## src/rtl/decode_ctrl_pipe.sv

```systemverilog
// decode_ctrl_pipe: registered RV32I(+M) decode stage with valid/ready flow control, flush and illegal detection.
// Define MULDIV_EN to decode M-extension ops and hold them for MULDIV_LAT cycles.
module decode_ctrl_pipe #(
  parameter int INSTR_W    = 32,
  parameter int ALU_SRC_W  = 5,
  parameter int MULDIV_LAT = 4
) (
  input  logic                 clk,
  input  logic                 rst_n,
  input  logic                 flush,
  input  logic                 in_valid,
  output logic                 in_ready,
  input  logic [INSTR_W-1:0]   instr,
  output logic                 out_valid,
  input  logic                 out_ready,
  output logic [ALU_SRC_W-1:0] alu_src,
  output logic [2:0]           imm_src,
  output logic [2:0]           branch_src,
  output logic                 mem_write,
  output logic [1:0]           alu_mux_src,
  output logic [1:0]           wb_src,
  output logic                 reg_write,
  output logic                 branch_valid,
  output logic                 illegal_instr,
  output logic                 busy
);
  typedef enum logic {S_RUN, S_MD_HOLD} state_t;
  typedef struct packed {
    logic [ALU_SRC_W-1:0] alu;
    logic [2:0]           imm;
    logic [2:0]           br;
    logic                 mw;
    logic [1:0]           mux;
    logic [1:0]           wb;
    logic                 rw;
    logic                 bv;
    logic                 ill;
  } bundle_t;
  localparam logic [3:0] MD_CNT = 4'(MULDIV_LAT - 1);
  localparam bit MD_MULTI = MULDIV_LAT > 1;
  if (INSTR_W != 32) begin : g_w_chk
    $error("INSTR_W must be 32");
  end
  state_t      r_state, w_state_nxt;
  logic [3:0]  r_cnt, w_cnt_nxt;
  logic        r_out_valid, w_valid_nxt;
  bundle_t     r_dec, w_dec;
  logic        w_md, w_accept, w_unused;
  logic [6:0]  w_op, w_f7;
  logic [2:0]  w_f3;
`ifdef MULDIV_EN
  localparam bit MD_EN = 1'b1;
  if (MULDIV_LAT < 1 || MULDIV_LAT > 15) begin : g_lat_chk
    $error("MULDIV_LAT must be in 1..15");
  end
  assign busy = r_state == S_MD_HOLD;
`else
  localparam bit MD_EN = 1'b0;
  assign busy = 1'b0;
`endif
  assign w_op     = instr[6:0];
  assign w_f3     = instr[14:12];
  assign w_f7     = instr[31:25];
  assign w_unused = ^{instr[24:15], instr[11:7]};
  assign in_ready = (r_state == S_RUN) && (!r_out_valid || out_ready);
  assign w_accept = in_valid && in_ready && !flush;
  always_comb begin
    w_dec = '0;
    w_md  = 1'b0;
    case (w_op)
      7'b0110011: begin
        w_md = MD_EN && (w_f7 == 7'h01);
        if (w_f7 == 7'h00 || (w_f7 == 7'h20 && (w_f3 == 3'b000 || w_f3 == 3'b101)) || w_md) begin
          w_dec.alu = ALU_SRC_W'({w_f7[5], w_f7[0], w_f3});
          w_dec.rw  = 1'b1;
        end else
          w_dec.ill = 1'b1;
      end
      7'b0010011: begin
        w_dec.alu = ALU_SRC_W'({w_f3 == 3'b101 ? w_f7[5] : 1'b0, 1'b0, w_f3});
        w_dec.mux = 2'b01;
        w_dec.rw  = 1'b1;
      end
      7'b0000011: begin
        w_dec.mux = 2'b01;
        w_dec.wb  = 2'd1;
        w_dec.rw  = 1'b1;
      end
      7'b0100011: begin
        w_dec.imm = 3'd1;
        w_dec.mux = 2'b01;
        w_dec.mw  = 1'b1;
      end
      7'b1100011: begin
        w_dec.alu = ALU_SRC_W'(5'b10000);
        w_dec.imm = 3'd2;
        w_dec.br  = w_f3;
        w_dec.bv  = 1'b1;
      end
      7'b1101111: begin
        w_dec.imm = 3'd4;
        w_dec.br  = 3'b010;
        w_dec.wb  = 2'd2;
        w_dec.rw  = 1'b1;
        w_dec.bv  = 1'b1;
      end
      7'b1100111: begin
        w_dec.br  = 3'b010;
        w_dec.mux = 2'b01;
        w_dec.wb  = 2'd2;
        w_dec.rw  = 1'b1;
        w_dec.bv  = 1'b1;
      end
      7'b0110111: begin
        w_dec.imm = 3'd3;
        w_dec.wb  = 2'd3;
        w_dec.rw  = 1'b1;
      end
      7'b0010111: begin
        w_dec.imm = 3'd3;
        w_dec.mux = 2'b11;
        w_dec.rw  = 1'b1;
      end
      default: w_dec.ill = 1'b1;
    endcase
  end
  // Flush wins over everything; an M-op parks in S_MD_HOLD with out_valid low until the count expires.
  always_comb begin
    w_state_nxt = r_state;
    w_cnt_nxt   = r_cnt;
    w_valid_nxt = r_out_valid && !out_ready;
    if (flush) begin
      w_state_nxt = S_RUN;
      w_cnt_nxt   = '0;
      w_valid_nxt = 1'b0;
    end else if (r_state == S_MD_HOLD) begin
      w_cnt_nxt   = r_cnt - 4'd1;
      w_valid_nxt = r_cnt == 4'd1;
      w_state_nxt = r_cnt == 4'd1 ? S_RUN : S_MD_HOLD;
    end else if (w_accept) begin
      w_state_nxt = (w_md && MD_MULTI) ? S_MD_HOLD : S_RUN;
      w_cnt_nxt   = (w_md && MD_MULTI) ? MD_CNT : r_cnt;
      w_valid_nxt = !(w_md && MD_MULTI);
    end
  end
  always_ff @(posedge clk or negedge rst_n) begin
    if (!rst_n) begin
      r_state     <= S_RUN;
      r_cnt       <= '0;
      r_out_valid <= 1'b0;
      r_dec       <= '0;
    end else begin
      r_state     <= w_state_nxt;
      r_cnt       <= w_cnt_nxt;
      r_out_valid <= w_valid_nxt;
      if (w_accept) r_dec <= w_dec;
    end
  end
  assign out_valid     = r_out_valid;
  assign alu_src       = r_dec.alu;
  assign imm_src       = r_dec.imm;
  assign branch_src    = r_dec.br;
  assign mem_write     = r_dec.mw;
  assign alu_mux_src   = r_dec.mux;
  assign wb_src        = r_dec.wb;
  assign reg_write     = r_dec.rw;
  assign branch_valid  = r_dec.bv;
  assign illegal_instr = r_dec.ill;
endmodule

```

## config.mk

```make
export PLATFORM = sky130hd
export DESIGN_NAME = decode_ctrl_pipe
export DESIGN_NICKNAME = d
export VERILOG_FILES = /design/src/rtl/decode_ctrl_pipe.sv
export SDC_FILE = /design/constraint.sdc
export NUM_CORES = 1
export LEC_CHECK = 0
export ABC_AREA = 1
export BUFFER_PORTS_ARGS = -buffer_cell sky130_fd_sc_hd__clkbuf_2
export CORE_UTILIZATION = 30
export CTS_CLUSTER_SIZE = 10
export DETAILED_ROUTE_END_ITERATION = 10
export SKIP_LAST_GASP = 1
export SLEW_MARGIN = 10
export SYNTH_ARGS = -nofsm -noshare
export SYNTH_HDL_FRONTEND = slang
export SYNTH_SLANG_ARGS = --single-unit
export TNS_END_PERCENT = 5
```

## constraint.sdc

```tcl
create_clock -name clk -period 2.4 [get_ports clk]
set_clock_uncertainty 0.2 [all_clocks]
set_input_delay 0.48 -clock clk [delete_from_list [all_inputs] [get_ports clk]]
set_output_delay 0.48 -clock clk [all_outputs]
set_load 0.02 [all_outputs]
```

* Yosys cells after proc, flatten, opt, wreduce, memory -nomap -nowiden
Cells that the tools add are included.
** Operators by class
- Add/subtract/negate cells :: 1
- Equal/unequal tests :: 12
- Multiplexer cells :: 21
- Bitwise operators :: 1
- Reduce and logical (&&, ||, !) cells :: 20
** Operators by type and width (number)
- == test 7 x 6 -> 1 bit, second input constant :: 4
- == test 7 bit, second input constant :: 3
- one-hot mux 5 bit (3 select lines) :: 1
- == test 7 x 5 -> 1 bit, second input constant :: 2
- one-hot mux 3 bit (4 select lines) :: 1
- two-way mux 1 bit :: 11
- two-way mux 4 bit :: 2
- OR reduction 8 bit :: 1
- == test 7 x 2 -> 1 bit, second input constant :: 1
- zero test 7 bit :: 1
- one-hot mux 2 bit (3 select lines) :: 1
- one-hot mux 3 bit (2 select lines) :: 1
- OR reduction 6 bit :: 1
- logical AND 1 bit :: 5
- two-way mux 5 bit :: 1
- == test 4 x 1 -> 1 bit, second input constant :: 1
- one-hot mux 1 bit (2 select lines) :: 2
- one-hot mux 2 bit (2 select lines) :: 1
- OR reduction 2 bit :: 2
- OR reduction 4 bit :: 1
- subtractor 4 x 1 -> 4 bit, second input constant :: 1
- == test 3 bit, second input constant :: 1
- zero test 1 bit :: 3
- zero test 3 bit :: 1
- 4 further kinds :: 6
** Storage, ports and cells
- Register bits :: 25
- Input bits :: 37
- Output and inout port bits :: 22
- Logic and storage cells :: 67

* Depth between registers and ports, before layout
- Depth after elaboration :: 8
- Depth in mapped cells :: 9
- Gate-level depth less buffers :: 9

* Least setup slack after synthesis
Ideal clock, no wire load.
- Path kind :: input -> output
- Start point :: input out_ready
- End point :: output in_ready
- Arrival :: 0.817 ns
- Required time :: 1.720 ns
- Path slack :: 0.903 ns
- Cell stages on the path :: 4
- Path buffers :: 0
- Cells stage by stage :: inv_1 -> nand2_1 -> nand2_1 -> inv_1
** Between the ends
- Longest elaborated chain between the ends :: 2
** Ends and longest elaborated chain
- start: declaration :: RTL line 15 : input logic out_ready,
- logical OR 1 bit :: RTL line 65 : assign in_ready = (r_state == S_RUN) && (!r_out_valid || out_ready);
- logical AND 1 bit :: RTL line 65
- end: declaration :: RTL line 12 : output logic in_ready,
No other way between the ends.

* Final worst setup path
- Start point :: register r_state
- End point :: output in_ready
** Between the ends
- Longest elaborated chain between the ends :: 2
** Ends and longest elaborated chain
- start: declaration :: RTL line 44 : state_t r_state, w_state_nxt;
- start signal: assignment :: RTL line 153 : r_state <= w_state_nxt;
- inverter 1 bit :: RTL line 65
- logical AND 1 bit :: RTL line 65
No other way between the ends.

==> flow_summary.yaml <==
run_status:
  status: "complete, no violations"
placed_design:
  routabilityCongestion: 0.883
  placed_cell_area_um2: 1590
  port_buffers: 42
  hpwl_mm: 2.15
finish:
  nFillCells: 495
  syn2layout_area_growth_pct: 21.2
  num_antenna_cells: 0
  layout.nets: 258
  drive_above_1_share_pct: 27.1
  final_area_um2: 1630
die:
  dieArea_um2: 4770
  die_x_um: 69.1
  io_pins: 59
  initial_core_util_pct: 31.2
  rows: 24
  dieHeight_um: 69.1
  core_um2: 4320
global_routing:
  grt_pass1_vias: 1102
  use_met3_pct: 1.75
  gr-total-overflow: 0
  use_met2_pct: 18.9
  grt_use_met1_pct: 17.1
  grt_max_degree: 26
  grt_busiest_layer: "met2"
  grt_pass1_wl_mm: 4.75
  grt_antenna_before_repair: 0
  grt_usage_pct: 12.1
critical_path:
  cp_slowest_stage_delay_ps: 490
  critPathLaunchType: "flop"
  end_kind: "output pin"
  reg2reg_slack_ps: 700
  path_depth: 4
  r2r-end: "alu_src[1]"
  ff2ff_path_depth: 7
  path_common_cell: "inv_1"
  crit_start: "r_state"
  crit_buf_inv: 3
  crit_end: "in_ready"
  worstPathCellList: "inv_1, nand2_1, inv_1, clkbuf_2"
  cp.required_ps: 1720
  worstPathArrival_ps: 1090
  cpLargestDelayFamily: "flip-flops"
  critPathKind: "flop to output pin"
  critPathMaxFanout: 7
  r2r_start: "r_state"
  crit_slowest_cell: "dfrtp_1"
route:
  drc: 0
  route.vias.total: 1211
  totalWireLength_mm: 2.81
  viasPerCell: 4.49
  antenna_left: 0
  dr.pass1.iters: 4
  wire_per_inst_um: 10.4
  drt_iter0_markers: 35
power_and_ir_drop:
  p_per_area_nw_per_um2: 520
  irDropWorstVdd_mv: 0.185
  p_leak_nw: 0.920
logic_synthesis:
  post_synth.cell_area_avg_um2: 7.66
  yosysWarnings: 0
  synth_largest_area_cell: "dfrtp_1"
  synth.most_common_cell: "nand2_1"
  ys_ff_latch: 25
  synthFlopType: "dfrtp_1"
  synth_area_um2: 1350
  synth_edf_count: 0
  async_flop_share_pct: 100
  synth_commonest_cells: "nand2_1 (52), dfrtp_1 (25), inv_1 (21), nor2_1 (19), nand3_1 (12)"
  synthTopCellsByArea: "dfrtp_1 (46%), nand2_1 (14%), inv_1 (5.8%)"
  ys_types: 25
  yosysTopAreaCellShare_pct: 46.4
  yosysSeqAreaShare_pct: 46.4
  syn-instance-count: 176
  syn_nets: 215
cts:
  cts.path.max_buffers: 2
  postCtsResizedCells: 0
  clock-root-buffer: "clkbuf_8"
  clkTransAtPathRegs_ps: 90
  hold_buffers: 0
  insertion_delay_ps: 260
  cts_made_buffers: 3
  cts_tree: "built"
  post-cts-setup-buffer-count: 0
  clock-sinks: 25
  htreeDepth: 1
timing:
  finalCritPeriodShare_pct: 73.7
  setup_violations: 0
  finalSetupTns_ps: 0
  grt_setup_unrepaired: "no"
  final-hold-violation-count: 0
  slew_headroom_pct: 58.4
  worst_slew_pin_slew_ps: 624
  clock.fmax_ghz: 0.565
  drv_slew: 0
  fin_crit_ps: 1770
run:
  cap_violations: 0
min_path:
  worstHoldPathType: "input pin to asynchronous set/reset pin"
[layer usage]
layer / up-vias / wire length [um]
li1: 634 / -
met2: 22 / 1290
met4: 0 / 25
met5: - / 0
met1: 551 / 1390
met3: 4 / 99
[kinds of logic after synthesis]
logic type | after synthesis | share of synthesized area (%)
adders and majority gates | 2 | 1.85
AOI/OAI and AO/OA | 24 | 10.5
DFF | 25 | 46.4
and+or+nand+nor | 96 | 31.7
other | 1 | 0.278
buffers and inverters | 28 | 9.28
[layout make-up]
cell class                      count  area (um^2)  area share, %
Timing Repair Buffer               42          210           12.9
Tap cell                           52         65.1           3.98
Inverter                           24         90.1           5.51
Sequential cell                    25          626           38.3
Clock buffer                        4         45.0           2.76
Multi-Input combinational cell    123          598           36.6
[layout by cell type, fill, tap and decap left out, drive strengths merged]
cell,instances
nand3,13
clkbuf,46
o21a,1
nor3,1
nor2,24
dfrtp,25
nand2,55
or2,2
o22ai,1
ha,2
o21ai,11
o21bai,1
conb,1
inv,24
nand4,1
a21oi,6
a2bb2oi,4
[per-stage QoR]
stage          hold WS (ps)  setup WS (ps)  util (%)  total power, W  std cells
2_1_floorplan         -15.6            903         -        0.000551        176
4_1_cts                40.9            621      37.8        0.000859        270
3_3_place_gp            250            550      36.7        0.000610        266
5_1_grt                63.6            545      37.8        0.000894        270
6_report               12.0            631      37.8        0.000850        270
3_5_place_dp            259            556      36.7        0.000610        266
[registers in the layout, summed over array words and instances (netlist names)]
name / flops
r_state: 1
illegal_instr: 1
out_valid: 1
alu_mux_src: 2
imm_src: 3
wb_src: 2
branch_src: 3
branch_valid: 1
reg_write: 1
r_cnt: 4
mem_write: 1
alu_src: 5
[how the worst min path moves through the flow]
stage	start	to	slack, ps	cells past startpoint
finish	rst_n	alu_src[0]	10	1
global route	rst_n	wb_src[0]	60	1
CTS	rst_n	alu_src[0]	40	1
detailed placement	alu_src[3]	alu_src[3]	260	2
global placement	alu_src[3]	alu_src[3]	250	2
floorplan	rst_n	alu_mux_src[0]	-20	0
[report_power, final]
group | switching (W) | internal (W) | total, W | leakage [nW]
Combinational | 0.0000922 | 0.0000550 | 0.000147 | 0.563
Clock | 0.000132 | 0.000119 | 0.000250 | 0.0228
Sequential | 0.0000117 | 0.000441 | 0.000452 | 0.334
Total | 0.000235 | 0.000614 | 0.000850 | 0.920
Note: power is estimated with default switching activity, not from simulation.
